### src/rtl/rv32_pipeline_pkg.sv
// Shared RV32IMF pipeline definitions: fetch state encoding, canonical NOP,
// reset vector default and the base opcodes the decoder switches on.
package rv32_pipeline_pkg;

  typedef enum logic [1:0] {
    FS_IDLE    = 2'b00,
    FS_FETCH   = 2'b01,
    FS_HOLD    = 2'b10,
    FS_DISCARD = 2'b11
  } fetch_state_t;

  // ADDI x0,x0,0
  localparam logic [31:0] NOP_INSTR            = 32'h0000_0013;
  localparam logic [31:0] RESET_VECTOR_DEFAULT = 32'h0000_0000;

  localparam logic [6:0] OPCODE_LOAD     = 7'b000_0011;
  localparam logic [6:0] OPCODE_LOAD_FP  = 7'b000_0111;
  localparam logic [6:0] OPCODE_OP_IMM   = 7'b001_0011;
  localparam logic [6:0] OPCODE_AUIPC    = 7'b001_0111;
  localparam logic [6:0] OPCODE_STORE    = 7'b010_0011;
  localparam logic [6:0] OPCODE_STORE_FP = 7'b010_0111;
  localparam logic [6:0] OPCODE_OP       = 7'b011_0011;
  localparam logic [6:0] OPCODE_LUI      = 7'b011_0111;
  localparam logic [6:0] OPCODE_MADD     = 7'b100_0011;
  localparam logic [6:0] OPCODE_MSUB     = 7'b100_0111;
  localparam logic [6:0] OPCODE_NMSUB    = 7'b100_1011;
  localparam logic [6:0] OPCODE_NMADD    = 7'b100_1111;
  localparam logic [6:0] OPCODE_OP_FP    = 7'b101_0011;
  localparam logic [6:0] OPCODE_BRANCH   = 7'b110_0011;
  localparam logic [6:0] OPCODE_JALR     = 7'b110_0111;
  localparam logic [6:0] OPCODE_JAL      = 7'b110_1111;
  localparam logic [6:0] OPCODE_SYSTEM   = 7'b111_0011;

  function automatic logic [31:0] align_word(input logic [31:0] addr);
    return {addr[31:2], 2'b00};
  endfunction

endpackage

### src/rtl/if_id_pipeline_register.sv
// IF/ID pipeline register: loads a fetched instruction, flushes to a NOP
// bubble, otherwise holds. Flush wins over load.
module if_id_pipeline_register #(
  parameter logic [31:0] NOP_INSTR = rv32_pipeline_pkg::NOP_INSTR
) (
  input  logic        clk,
  input  logic        rst,
  input  logic        load,
  input  logic        flush,
  input  logic [31:0] instr,
  input  logic [31:0] pc,
  input  logic [31:0] pc_plus4,
  output logic [31:0] id_instr,
  output logic [31:0] id_pc,
  output logic [31:0] id_pc_plus4,
  output logic        id_valid
);

  always_ff @(posedge clk or posedge rst) begin
    if (rst) begin
      id_instr    <= NOP_INSTR;
      id_pc       <= 32'h0;
      id_pc_plus4 <= 32'h0;
      id_valid    <= 1'b0;
    end else if (flush) begin
      // PC fields are left as-is; only the instruction is neutralised
      id_instr <= NOP_INSTR;
      id_valid <= 1'b0;
    end else if (load) begin
      id_instr    <= instr;
      id_pc       <= pc;
      id_pc_plus4 <= pc_plus4;
      id_valid    <= 1'b1;
    end
  end

endmodule

### src/rtl/instruction_fetch_unit.sv
// IF stage: PC, instruction-memory handshake, one-entry hold buffer for
// stalls and redirect handling, feeding the IF/ID register.
//
// state   | meaning
// IDLE    | one dead cycle after reset release, no request
// FETCH   | request at PC outstanding, waiting for busywait to drop
// HOLD    | fetched word parked in hold buffer while ID stalls
// DISCARD | redirected mid-access; finish the old access and drop its data
module instruction_fetch_unit #(
  parameter logic [31:0] RESET_VECTOR = rv32_pipeline_pkg::RESET_VECTOR_DEFAULT,
  parameter logic [31:0] NOP_INSTR    = rv32_pipeline_pkg::NOP_INSTR
) (
  input  logic        CLK,
  input  logic        RESET,
  input  logic        STALL,
  input  logic        BRANCH_TAKEN,
  input  logic [31:0] BRANCH_TARGET,
  output logic [31:0] IMEM_ADDRESS,
  output logic        IMEM_READ,
  input  logic [31:0] IMEM_READDATA,
  input  logic        IMEM_BUSYWAIT,
  output logic [31:0] ID_INSTRUCTION,
  output logic [31:0] ID_PC,
  output logic [31:0] ID_PC_PLUS4,
  output logic        ID_VALID,
  output logic [31:0] FETCH_COUNT
);
  import rv32_pipeline_pkg::*;

  fetch_state_t state_q, state_d;
  logic [31:0]  pc_q, pc_d;
  logic [31:0]  pending_q, pending_d;
  logic [31:0]  hold_instr_q, hold_instr_d;
  logic [31:0]  hold_pc_q, hold_pc_d;
  logic         hold_full_q, hold_full_d;
  logic [31:0]  count_q, count_d;

  logic         ifid_load;
  logic         ifid_flush;
  logic [31:0]  ifid_instr;
  logic [31:0]  ifid_pc;
  logic [31:0]  ifid_pc_plus4;
  logic [31:0]  target;

  assign target = align_word(BRANCH_TARGET);

  always_ff @(posedge CLK or posedge RESET) begin
    if (RESET) begin
      state_q      <= FS_IDLE;
      pc_q         <= RESET_VECTOR;
      pending_q    <= 32'h0;
      hold_instr_q <= 32'h0;
      hold_pc_q    <= 32'h0;
      hold_full_q  <= 1'b0;
      count_q      <= 32'h0;
    end else begin
      state_q      <= state_d;
      pc_q         <= pc_d;
      pending_q    <= pending_d;
      hold_instr_q <= hold_instr_d;
      hold_pc_q    <= hold_pc_d;
      hold_full_q  <= hold_full_d;
      count_q      <= count_d;
    end
  end

  always_comb begin
    state_d      = state_q;
    pc_d         = pc_q;
    pending_d    = pending_q;
    hold_instr_d = hold_instr_q;
    hold_pc_d    = hold_pc_q;
    hold_full_d  = hold_full_q;
    count_d      = count_q;
    ifid_load    = 1'b0;
    ifid_flush   = 1'b0;
    ifid_instr   = IMEM_READDATA;
    ifid_pc      = pc_q;

    // A redirect always beats STALL: the stalling instruction is being flushed
    case (state_q)
      FS_IDLE: begin
        state_d = FS_FETCH;
        if (BRANCH_TAKEN) begin
          ifid_flush = 1'b1;
          pc_d       = target;
        end
      end
      FS_FETCH: begin
        if (BRANCH_TAKEN) begin
          ifid_flush = 1'b1;
          if (IMEM_BUSYWAIT) begin
            // address must stay put until the memory finishes
            pending_d = target;
            state_d   = FS_DISCARD;
          end else begin
            pc_d = target;
          end
        end else if (!IMEM_BUSYWAIT) begin
          if (STALL) begin
            hold_instr_d = IMEM_READDATA;
            hold_pc_d    = pc_q;
            hold_full_d  = 1'b1;
            state_d      = FS_HOLD;
          end else begin
            ifid_load = 1'b1;
            pc_d      = pc_q + 32'd4;
            count_d   = count_q + 32'd1;
          end
        end
      end
      FS_HOLD: begin
        if (BRANCH_TAKEN) begin
          ifid_flush = 1'b1;
          pc_d       = target;
          state_d    = FS_FETCH;
        end else if (!STALL && hold_full_q) begin
          ifid_load  = 1'b1;
          ifid_instr = hold_instr_q;
          ifid_pc    = hold_pc_q;
          pc_d       = hold_pc_q + 32'd4;
          count_d    = count_q + 32'd1;
          hold_full_d = 1'b0;
          state_d    = FS_FETCH;
        end
      end
      FS_DISCARD: begin
        if (BRANCH_TAKEN) begin
          ifid_flush = 1'b1;
          pending_d  = target;
        end
        if (!IMEM_BUSYWAIT) begin
          pc_d    = BRANCH_TAKEN ? target : pending_q;
          state_d = FS_FETCH;
        end
      end
      default: state_d = FS_IDLE;
    endcase

    if (BRANCH_TAKEN) hold_full_d = 1'b0;
  end

  assign ifid_pc_plus4 = ifid_pc + 32'd4;
  assign IMEM_ADDRESS  = pc_q;
  assign IMEM_READ     = (state_q == FS_FETCH) || (state_q == FS_DISCARD);
  assign FETCH_COUNT   = count_q;

  if_id_pipeline_register #(
    .NOP_INSTR(NOP_INSTR)
  ) u_if_id (
    .clk        (CLK),
    .rst        (RESET),
    .load       (ifid_load),
    .flush      (ifid_flush),
    .instr      (ifid_instr),
    .pc         (ifid_pc),
    .pc_plus4   (ifid_pc_plus4),
    .id_instr   (ID_INSTRUCTION),
    .id_pc      (ID_PC),
    .id_pc_plus4(ID_PC_PLUS4),
    .id_valid   (ID_VALID)
  );

endmodule

### config.mk
export PLATFORM = sky130hd
export DESIGN_NAME = instruction_fetch_unit
export DESIGN_NICKNAME = d
export VERILOG_FILES = /design/src/rtl/rv32_pipeline_pkg.sv /design/src/rtl/if_id_pipeline_register.sv /design/src/rtl/instruction_fetch_unit.sv
export SDC_FILE = /design/constraint.sdc
export NUM_CORES = 1
export LEC_CHECK = 0
export ABC_AREA = 1
export ABC_CLOCK_PERIOD_IN_PS = 15000
export CAP_MARGIN = 20
export CORE_AREA = 4 4 232 234
export DETAILED_ROUTE_END_ITERATION = 8
export DIE_AREA = 0 0 236 238
export DONT_BUFFER_PORTS = 1
export PLACE_DENSITY = 0.52
export SYNTH_ARGS = -nofsm -noshare
export SYNTH_HDL_FRONTEND = slang
export SYNTH_SLANG_ARGS = --single-unit
### constraint.sdc
create_clock -name CLK -period 15 [get_ports CLK]
set_input_delay 3.75 -clock CLK [delete_from_list [all_inputs] [get_ports CLK]]
set_output_delay 3.75 -clock CLK [all_outputs]
set_load 0.1 [all_outputs]
; ---- After elaboration in Yosys (flattened, before gate mapping)
; Index checks and enable logic that the tools add are counted.
[classes]
add_sub_neg = 4
mul = 0
div_mod_pow = 0
n_lt_le_gt_ge = 0
eq_ne = 17
shift = 0
mux = 50
n_bitwise = 3
n_reduce_logical = 16
[op_table]
columns = cell, n
row1 = $mux W32, 24
row2 = $pmux W32 S2, 2
row3 = $pmux W32 S4, 1
row4 = $add A32 B3 Y32 const B, 3
row5 = $add A32 B1 Y32 const B, 1
row6 = $ne A2 B2 Y1 const B, 9
row7 = $ne A3 B3 Y1 const B, 5
row8 = $mux W2, 7
row9 = $mux W1, 13
row10 = $reduce_and A5 Y1, 2
row11 = $pmux W2 S4, 1
row12 = $reduce_and A4 Y1, 2
row13 = $reduce_and A6 Y1, 1
row14 = $reduce_bool A2 Y1, 3
row15 = $eq A2 B2 Y1 const B, 2
row16 = $pmux W1 S2, 2
row17 = $reduce_or A4 Y1, 1
row18 = $not A1 Y1, 3
row19 = $reduce_and A3 Y1, 1
row20 = $reduce_bool A3 Y1, 1
row21 = $eq A2 B1 Y1 const B, 1
row22 = $logic_not A2 Y1, 1
row23 = $reduce_and A2 Y1, 1
row24 = $logic_and A1 B1 Y1, 1
row25 = other kinds (2), 2
[word_totals]
regBits = 260
latchBits = 0
ram_bits = 0
rom_bits = 0
input_bits = 69
memories = 0

; ---- Depth between registers and ports, before layout
[depth]
depth_word = 7
ltp_mapped = 19

; ---- Hierarchy
; A second synthesis with hierarchy kept.
[hier_totals]
hier_cells = 2145
hier_area_um2 = 15125.8
[modules_own_cells]
columns = module, instances, cells_each, area_each_um2
row1 = instruction_fetch_unit, 1, 1723, 11317.1
row2 = if_id_pipeline_register, 1, 422, 3808.7

; ---- Worst setup path before layout
; No wires, ideal clock.
[synth_timing]
path_kind = reg-to-output
from = reg state_q[0]
to = out IMEM_READ
arrival_time_ns = 2.106
slack_ns = 9.144
stages_incl_launch_ff = 7
cell_sequence = dfrtp_1 -> ha_1 -> inv_1 -> buf_2 -> buf_1 -> clkbuf_1 -> nand2_1
[synth_between]
elab_chain_len = 2
word_cells_on_any_way = 3
cone_classes = eq/ne: 2 / reduce/logical: 1
[synth_rtl]
columns = item, line_no
row1 = "start, declared", instruction_fetch_unit.sv:30  ; fetch_state_t state_q, state_d;
row2 = "start signal, assigned", instruction_fetch_unit.sv:57  ; state_q <= state_d;
row3 = $eq A2 B1 Y1 / $eq A2 B2 Y1 (equally long branches), instruction_fetch_unit.sv:145  ; assign IMEM_READ = (state_q == FS_FETCH) || (state_q == FS_DISCARD);
row4 = $logic_or A1 B1 Y1 *, instruction_fetch_unit.sv:145
row5 = "end, declared", instruction_fetch_unit.sv:19  ; output logic IMEM_READ,
; Every way passes the cells marked *; elsewhere a longest branch is shown, timed or not.

; ---- Worst setup path after layout
[layout_timing]
from = reg state_q[1]
to = out IMEM_READ
; Same word-level chain as after synthesis.

==> impl_metrics.tcl <==
set metrics [dict create \
    outcome "finished clean" \
    power-per-cell-area_nw_per_um2 255 \
    worst_pin_slew_ps 1170 \
    hpwl_mm 40.3 \
    worstPathArrival_ps 3250 \
    cts_hold_buf 0 \
    netlist_instances 2244 \
    die_h_um 238 \
    root_buffer "clkbuf_16" \
    cts_buffers 35 \
    layout.nets 2299 \
    swShare 0.576 \
    power.leakage_uw 0.00810 \
    area_growth_pct 12.6 \
    finalMaxSlewViolations 0 \
    drc 0 \
    yosysTopAreaCell "dfrtp_1" \
    layoutNonFillerInstCount 2936 \
    syn_area_per_cell_um2 6.84 \
    synth_fp_nets 2322 \
    timing.fmax_mhz 143 \
    netlist.area_leader.share 0.416 \
    synth_area_leaders "dfrtp_1, nand2_1, o21ai_0" \
    overflow 0 \
    max_slew_margin 0.217 \
    n_antenna_cell 0 \
    post_cts_buffers 0 \
    fin_skew_ps 15.8 \
    vdd_ir_drop_max_mv 0.107 \
    cts_tree "done" \
    cp.required_ps 11250 \
    clock_sinks 258 \
    synth_edf_count 0 \
    placement_rows 84 \
    cts_buffer_depth 3 \
    core_um2 52000 \
    netlist_area_um2 15300 \
    timing.final.ws_setup_ps 8000 \
    vias 14600 \
    synth.most_common_cell "nand2_1" \
    ys_top_cells_by_count "nand2_1, nor2_1, dfrtp_1, o21ai_0, inv_1" \
    grt_pass1_wl_mm 84.7 \
    drive_gt1_frac 0.0685 \
    grt_max_degree 165 \
    die_width_um 236 \
    final.setup.tns_ps 0 \
    post-place-cells 2871 \
    endpoint_kind "primary output" \
    path_class "flip-flop to primary output" \
    final_core_util 0.332 \
    drt_iter0_markers 1218 \
    hold_viol 0 \
    rsz0062_at_grt "no" \
    ant_nets 0 \
    gp_congestion 0.951 \
    clk_latency_ps 550 \
    switchingPower_uw 2540 \
    synth_seq_area_share 0.421 \
    combPwrFrac 0.361 \
    synth_cell_type_count 48 \
    via_per_inst 4.98 \
    first_pass_iters 5 \
    antenna_found_initial 0 \
    path_max_fanout 21 \
    dieArea_um2 56200 \
    grt_pass1_vias 13500 \
    ios 231 \
    hold_class "flip-flop to flip-flop" \
    start_kind "flip-flop" \
    wl_mm 55.4 \
    p_int_uw 1870 \
    p_clk_frac 0.191 \
    period_share 0.466 \
    synth_flop_cell "dfrtp_1" \
    ys_seq_elements 258 \
    reg2reg_slack_ps 10340 \
    finalSetupViolCount 0 \
    clkTransAtPathRegs_ps 60 \
    p_seq_frac 0.448 \
    wire_per_inst_um 18.9 \
    grtUsageTotal 0.191 \
    maxCapViolCount 0 \
    fin_crit_ps 7000 \
    cts_max_level 2 \
    start_util 0.295 \
    synth_async_sr_flop_share 1.00 \
    pre_cts_ws_ps 8230 \
    ys_warn_count 0 \
    cts-resized-gates 0 \
    io_buffers 0 \
]
-- final timing paths --
path / start / to / cells after the start
min in group asynchronous: RESET / u_if_id.id_pc_plus4[21]$_DFFE_PP0P_ / 1
max reg2reg: state_q[0]$_DFFE_PP0P_ / u_if_id.id_instr[4]$_DFFE_PP1P_ / 13
max in group asynchronous: RESET / hold_pc_q[25]$_DFFE_PP0P_ / 2
min: IMEM_ADDRESS[22]$_DFFE_PP0P_ / IMEM_ADDRESS[22]$_DFFE_PP0P_ / 2
min reg2reg: IMEM_ADDRESS[22]$_DFFE_PP0P_ / IMEM_ADDRESS[22]$_DFFE_PP0P_ / 2
max: state_q[1]$_DFFE_PP0P_ / IMEM_READ / 4
-- cells by family (layout without fill, tap and decap cells) --
group,Yosys count,count (layout),synth area share
AND/OR/NAND/NOR,1299,1299,0.350
AO/OA/AOI/OAI,356,356,0.123
buffers and inverters,280,284,0.0740
flip-flops,258,258,0.421
XOR/XNOR,38,38,0.0217
adder cells (fa/ha/maj),9,9,0.00734
multiplexers,4,4,0.00293
-- per-stage QoR --
step | instance area (µm²) | total power (µW) | hold slack (ps)
floorplan | 15300 | 3040 | 443
global placement | 16100 | 3540 | 456
detailed placement | 16100 | 3570 | 466
CTS | 17200 | 4430 | 482
global route | 17300 | 4680 | 496
finish | 17300 | 4410 | 478
-- worst max-delay path, cell delays in order (launching register included) --
cell     delay [ps]
dfrtp_1         410
inv_1           120
ha_1            640
inv_1           630
nand2_1         900
-- area by class of cell --
class                           instances  area, µm²
Inverter                              182        691
Timing Repair Buffer                   38        338
Clock inverter                         12        128
Clock buffer                           52       1020
Tap cell                              688        861
Fill cell                            5642      34800
Sequential cell                       258       6460
Multi-Input combinational cell       1706       7770
-- power groups by stage --
| stage | clock network [µW] | logic (µW) | registers, µW |
|---|---|---|---|
| 3_3_place_gp | 0 | 1540 | 2000 |
| 5_1_grt | 901 | 1760 | 2020 |
| 4_1_cts | 868 | 1570 | 1990 |
| 6_report | 843 | 1590 | 1980 |
| 3_5_place_dp | 0 | 1560 | 2010 |
| 2_1_floorplan | 0 | 927 | 2110 |
-- state kept, by name, indices dropped and copies added (netlist names) --
name and count:
pending_q 32, u_if_id.id_pc 32, u_if_id.id_instr 32, u_if_id.id_valid 1, hold_instr_q 32, hold_pc_q 32, state_q 2, u_if_id.id_pc_plus4 30
IMEM_ADDRESS 32, hold_full_q 1, FETCH_COUNT 32
-- metal layers --
layer  up-vias  GRT usage  wire [µm]  share of wire
li1       7168          -          -              -
met1      6935      0.274      25700           0.46
met2       451      0.289      24200           0.44
met3        74     0.0496       4230          0.076
met4         0     0.0472       1240          0.022
met5         -          0          0              0
-- cell usage in the layout (no fill, tap or decap), types with 19 or more instances in the layout --
cell and n:
inv_1 169, nor2_1 294, buf_4 35, xor2_1 30, o211ai_1 19, o21ai_0 235, nor3_1 36, a21oi_1 67
nand3_1 121, nand4_1 29, clkbuf_16 36, dfrtp_1 253, nand2_1 766
Power figures use the tool's default switching activity.
